$ cat src/rtl/fpu_pack.sv
// IEEE 754 binary32 field packer with a registered FCLASS stage.
// ieee_out is pure wiring; ieee_q/class_q capture on in_valid.
module fpu_pack (
    input  logic        clk,
    input  logic        rst_n,
    input  logic        sign,
    input  logic [7:0]  exponent,
    input  logic [22:0] mantissa,
    input  logic        in_valid,
    output logic [31:0] ieee_out,
    output logic [31:0] ieee_q,
    output logic [9:0]  class_q,
    output logic        out_valid
);

    logic       exp_max;
    logic       exp_zero;
    logic       man_zero;
    logic [9:0] cls;

    assign ieee_out = {sign, exponent, mantissa};
    assign exp_max  = (exponent == 8'hFF);
    assign exp_zero = (exponent == 8'h00);
    assign man_zero = (mantissa == 23'h0);

    // Arms are mutually exclusive, so exactly one class bit is set.
    always_comb begin
        cls = '0;
        unique case (1'b1)
            exp_max && mantissa[22]:
                cls[9] = 1'b1;
            exp_max && !man_zero && !mantissa[22]:
                cls[8] = 1'b1;
            exp_max && man_zero:
                cls[sign ? 4'd0 : 4'd7] = 1'b1;
            exp_zero && man_zero:
                cls[sign ? 4'd3 : 4'd4] = 1'b1;
            exp_zero && !man_zero:
                cls[sign ? 4'd2 : 4'd5] = 1'b1;
            default:
                cls[sign ? 4'd1 : 4'd6] = 1'b1;
        endcase
    end

    always_ff @(posedge clk or negedge rst_n) begin
        if (!rst_n) begin
            ieee_q    <= 32'h0;
            class_q   <= 10'h0;
            out_valid <= 1'b0;
        end else begin
            out_valid <= in_valid;
            if (in_valid) begin
                ieee_q  <= ieee_out;
                class_q <= cls;
            end
        end
    end

endmodule

$ cat config.mk
export PLATFORM = sky130hd
export DESIGN_NAME = fpu_pack
export DESIGN_NICKNAME = d
export VERILOG_FILES = /design/src/rtl/fpu_pack.sv
export SDC_FILE = /design/constraint.sdc
export NUM_CORES = 1
export LEC_CHECK = 0
export ABC_AREA = 1
export CAP_MARGIN = 20
export CORE_ASPECT_RATIO = 0.5
export CORE_UTILIZATION = 39
export CTS_CLUSTER_DIAMETER = 100
export CTS_CLUSTER_SIZE = 30
export DETAILED_ROUTE_END_ITERATION = 10
export HOLD_SLACK_MARGIN = 0.06
export MAX_ROUTING_LAYER = met4
export PLACE_DENSITY = 0.8
export SYNTH_ARGS = -nofsm -noshare
export SYNTH_HDL_FRONTEND = slang
export SYNTH_SLANG_ARGS = --single-unit
$ cat constraint.sdc
create_clock -name clk -period 0.9 [get_ports clk]
set_clock_uncertainty 0.15 [all_clocks]
set_input_delay 0.09 -clock clk [delete_from_list [all_inputs] [get_ports clk]]
set_output_delay 0.09 -clock clk [all_outputs]
set_load 0.1 [all_outputs]
Yosys cells after proc, flatten, opt, wreduce, memory -nomap -nowiden --
Cells that the tools add are included.
Storage, ports and cells: register bits 43, latch bits 0, bits in writable memories 0, bits in read-only memories 0, input bits 35, output and inout bits 75, logic and storage cells 42, memories 0
Cells by class: add/subtract/negate cells 0, multipliers 0, div/mod/pow operators 0, order comparisons 8, equality and inequality tests 1, shifts and indexed selects 0, muxes and demuxes 15, bitwise logic cells 0, reduce and logical (&&, ||, !) cells 15
Operator list (number):
- $pmux 8 s4 | 1
- $logic_not 23->1 | 1
- $lt 3x5->1 const B | 4
- $demux 1 s4 | 4
- $ge 3x1->1 const B | 4
- $mux 3 | 4
- $logic_and 1x1->1 | 10
- $pmux 1 s5 | 2
- $eq 8x8->1 const B | 1
- $logic_not 8->1 | 1
- $mux 1 | 4
- $logic_not 1->1 | 2
- $reduce_or 2->1 | 1

Longest topological paths before layout --
depth in word-level cells 6, gate-level depth with buffers 7, gate-level depth less buffers 7

Least setup slack after synthesis --
OpenSTA, ideal clock, no wires.
path kind reg-to-reg, from register ieee_q[3] (netlist name), to register ieee_q[3], library setup time 83 ps, arrival time 1078 ps, required time 667 ps, path slack -410 ps, stages on the path, launching flop included 3, path buffers 0, period minus slack after synthesis 1310 ps, cell sequence dfrtp_1 > nand2_1 > o21ai_0
RTL lines:
- end signal, assigned | line 53 | ieee_q <= ieee_out;
- end, declared | line 11 | output logic [31:0] ieee_q,

Worst setup path in the final report --
from register ieee_q[24], to output ieee_q[24]
No word-level cell between the ends.

==> results by group <==
Status
  • Status: finished, violations left
  • Failing checks: hold timing, setup timing

Critical path
  • Startpoint types: flop
  • Critical path buffers and inverters: 1
  • Critical Path RT: 0.66 ns
  • CP max stage cell: dfrtp_4
  • Crit path DAT: 1.00 ns
  • Crit-path cells: buf_12
  • Delay of the slowest cell on the worst path: 0.52 ns
  • CP max FO: 2
  • Critical path's top delay family: flip-flops
  • Crit path kind: reg -> out
  • Setup crit end kind: output port

Pwr
  • P_sw: 3.079 mW
  • Pleak: 2.189 nW
  • Internal power: 3.951 mW
  • Clock network power share: 18.3%
  • Power, Total: 7.030 mW
  • Pwr/cell area: 1534 mW/mm2
  • VDD IR max: 1.010 mV
  • Combinational power share: 48.5%
  • Seq pwr share: 33.2%
  • Sw frac: 43.80%

Detailed routing
  • Antenna viol nets, final: 0
  • Routed Wire Length: 9.780 mm
  • Remaining DRCs: 0
  • Via density: 5.271
  • Vias: 2414
  • DR pass1 iterations: 5
  • Wire length per cell: 21.35 um
  • 1st-iter DRT viols: 181

Timing
  • WHS: -0.02612 ns
  • Slew @ Worst Pin: 0.3283 ns
  • FMAX: 804.5 MHz
  • Time the worst path needs with I/O delays and setup: 1.243 ns
  • Final period util: 138.1%
  • Unrepaired setup endpoints after global routing: true
  • Final Hold Fails: 1
  • Fin. max-slew vios: 0
  • Post-route setup slack: -0.3430 ns
  • Count of final setup violators: 70
  • Max_slew headroom: 78.04%

Clock tree
  • Worst-path clk slew: 0.09 ns
  • Root buffer selected by CTS: clkbuf_8
  • Clock sink total: 43
  • Hold_buf cts: 3
  • Skew-Pair Late Insertion Delay: 0.30 ns
  • CTS buffer count: 5
  • H-tree lvl count: 2
  • CTS tree: yes
  • Bufs on Longest Clock Path: 2

Global routing
  • GRT overflow: 0
  • Largest net degree at the start of global routing: 35
  • Antenna violations before repair: 0
  • Vias in the first global route: 2353
  • First-pass GRT wire length: 12.72 mm
  • GRT Util Overall: 32.37%

Floorplan
  • Die height: 53.14 um
  • Die X: 104.3 um
  • Row Count: 18
  • Die Area: 0.005540 mm2
  • Core Area: 0.004977 mm2
  • # IOs: 110
  • Starting density of the core: 40.98%

Cells and area
  • Number of diodes: 0
  • Most frequent cells in the layout: 78 x nand2_1, 77 x buf_12, 47 x buf_4, 41 x dfrtp_4, 33 x nand2_2
  • Commonest non-fill, non-tap cell in the layout: nand2_1
  • Nets@finish: 423
  • Area delta synth->final: 124.7%
  • Fraction of layout cells with a size suffix above 1: 74.23%

Run
  • Max-capacitance violation count: 0

Placement
  • Pre-CTS setup slack: -0.6976 ns
  • GPL Wtd Cong: 0.8460
  • PortBufs: 109
  • Detail Placement HPWL: 5.601 mm

Synthesis
  • Synthesis Warnings: 0
  • Syn Inst Count: 249
  • Register area share after synthesis: 52.76%
  • Syn avg cell area: 8.191 um2
  • Net Count, Synth: 284
  • Mapped Area: 0.002039 mm2
  • Synth Register Bits: 43
  • Netlist cell types: 15

Worst hold path
  • Worst hold path class: in -> reg
-- path summary, 6_finish.rpt --
path | slack [ns] | endpoint | from | cells past startpoint
setup / recovery | -0.34 | ieee_q[24] | ieee_q[24]$_DFFE_PN0P_ | 1
hold / removal | -0.03 | ieee_q[10]$_DFFE_PN0P_ | mantissa[10] | 4
setup reg to reg | -0.22 | ieee_q[31]$_DFFE_PN0P_ | ieee_q[31]$_DFFE_PN0P_ | 4
hold reg to reg | 0.41 | ieee_q[10]$_DFFE_PN0P_ | ieee_q[10]$_DFFE_PN0P_ | 2
max in group asynchronous | 0.05 | class_q[6]$_DFFE_PN0P_ | rst_n | 3
min in group asynchronous | 0.05 | ieee_q[2]$_DFFE_PN0P_ | rst_n | 2
-- sequential cells by signal, summed over array words and instances, names as in the netlist --
name       cells
ieee_q        32
out_valid      1
class_q       10
-- cells by family (layout without fill, tap and decap cells) --
kind of cell / count (synthesis) / count (layout) / share of synthesized area (%)
compound gates: 4 / 4 / 0.9816
buf+inv: 48 / 187 / 15.52
flops: 43 / 43 / 52.76
simple gates: 154 / 154 / 30.74
-- power groups by stage --
| stage | sequential (mW) | clock [mW] | combinational, mW |
|---|---|---|---|
| 2_1_floorplan | 3.31 | 0 | 0.872 |
| 3_3_place_gp | 2.34 | 0 | 3.15 |
| 3_5_place_dp | 2.36 | 0 | 3.21 |
| 4_1_cts | 2.32 | 1.30 | 3.29 |
| 5_1_grt | 2.35 | 1.35 | 3.48 |
| 6_report | 2.34 | 1.29 | 3.41 |
-- cell usage after synthesis --
cell type	instances	share of area (%)
nand3_1	9	2.2
clkbuf_1	1	0.18
nand2_2	1	0.31
nand2_1	117	22
nor2_2	5	1.5
nor2_4	1	0.55
nor3_4	1	0.80
o21ai_0	4	0.98
buf_2	4	0.98
inv_2	2	0.37
dfrtp_1	43	53
inv_1	6	1.1
buf_4	35	13
nand4_1	1	0.31
nor2_1	19	3.5
-- layout make-up --
class	instances	area, um2
Fill cell	169	395.4
Multi-Input combinational cell	158	879.6
Inverter	8	32.53
Clock buffer	6	82.58
Tap cell	70	87.58
Sequential cell	43	1232
Timing Repair Buffer	172	2262
Clock inverter	1	5.005
-- per-stage QoR --
| stage | instance area [um2] | std cells | utilization (%) | TNS (ns) |
|---|---|---|---|---|
| 2_1_floorplan | 2196 | 249 | - | -4.610 |
| 3_3_place_gp | 4167 | 429 | 83.71 | -25.20 |
| 3_5_place_dp | 4167 | 429 | 83.71 | -29.11 |
| 4_1_cts | 4432 | 449 | 89.04 | -14.29 |
| 5_1_grt | 4582 | 458 | 92.06 | -16.62 |
| 6_report | 4582 | 458 | 92.06 | -15.42 |
-- routing by layer --
| layer | routed length (um) | part of all wire (%) | GRT usage [%] | vias up |
|---|---|---|---|---|
| met2 | 5059 | 52 | 64.02 | 170 |
| li1 | - | - | - | 995 |
| met3 | 753 | 7.7 | 6.650 | 56 |
| met5 | 0 | 0 | - | - |
| met1 | 3443 | 35 | 31.92 | 1193 |
| met4 | 523 | 5.3 | 15.24 | 0 |
-- timing repair --
action	in CTS	in global routing
endpoints found under the setup margin	118	86
hold endpoints to repair	64	26
setup buffers	10	12
resized for setup	170	57
pin swaps	36	27
No activity file was read; power rests on OpenSTA's default activity.
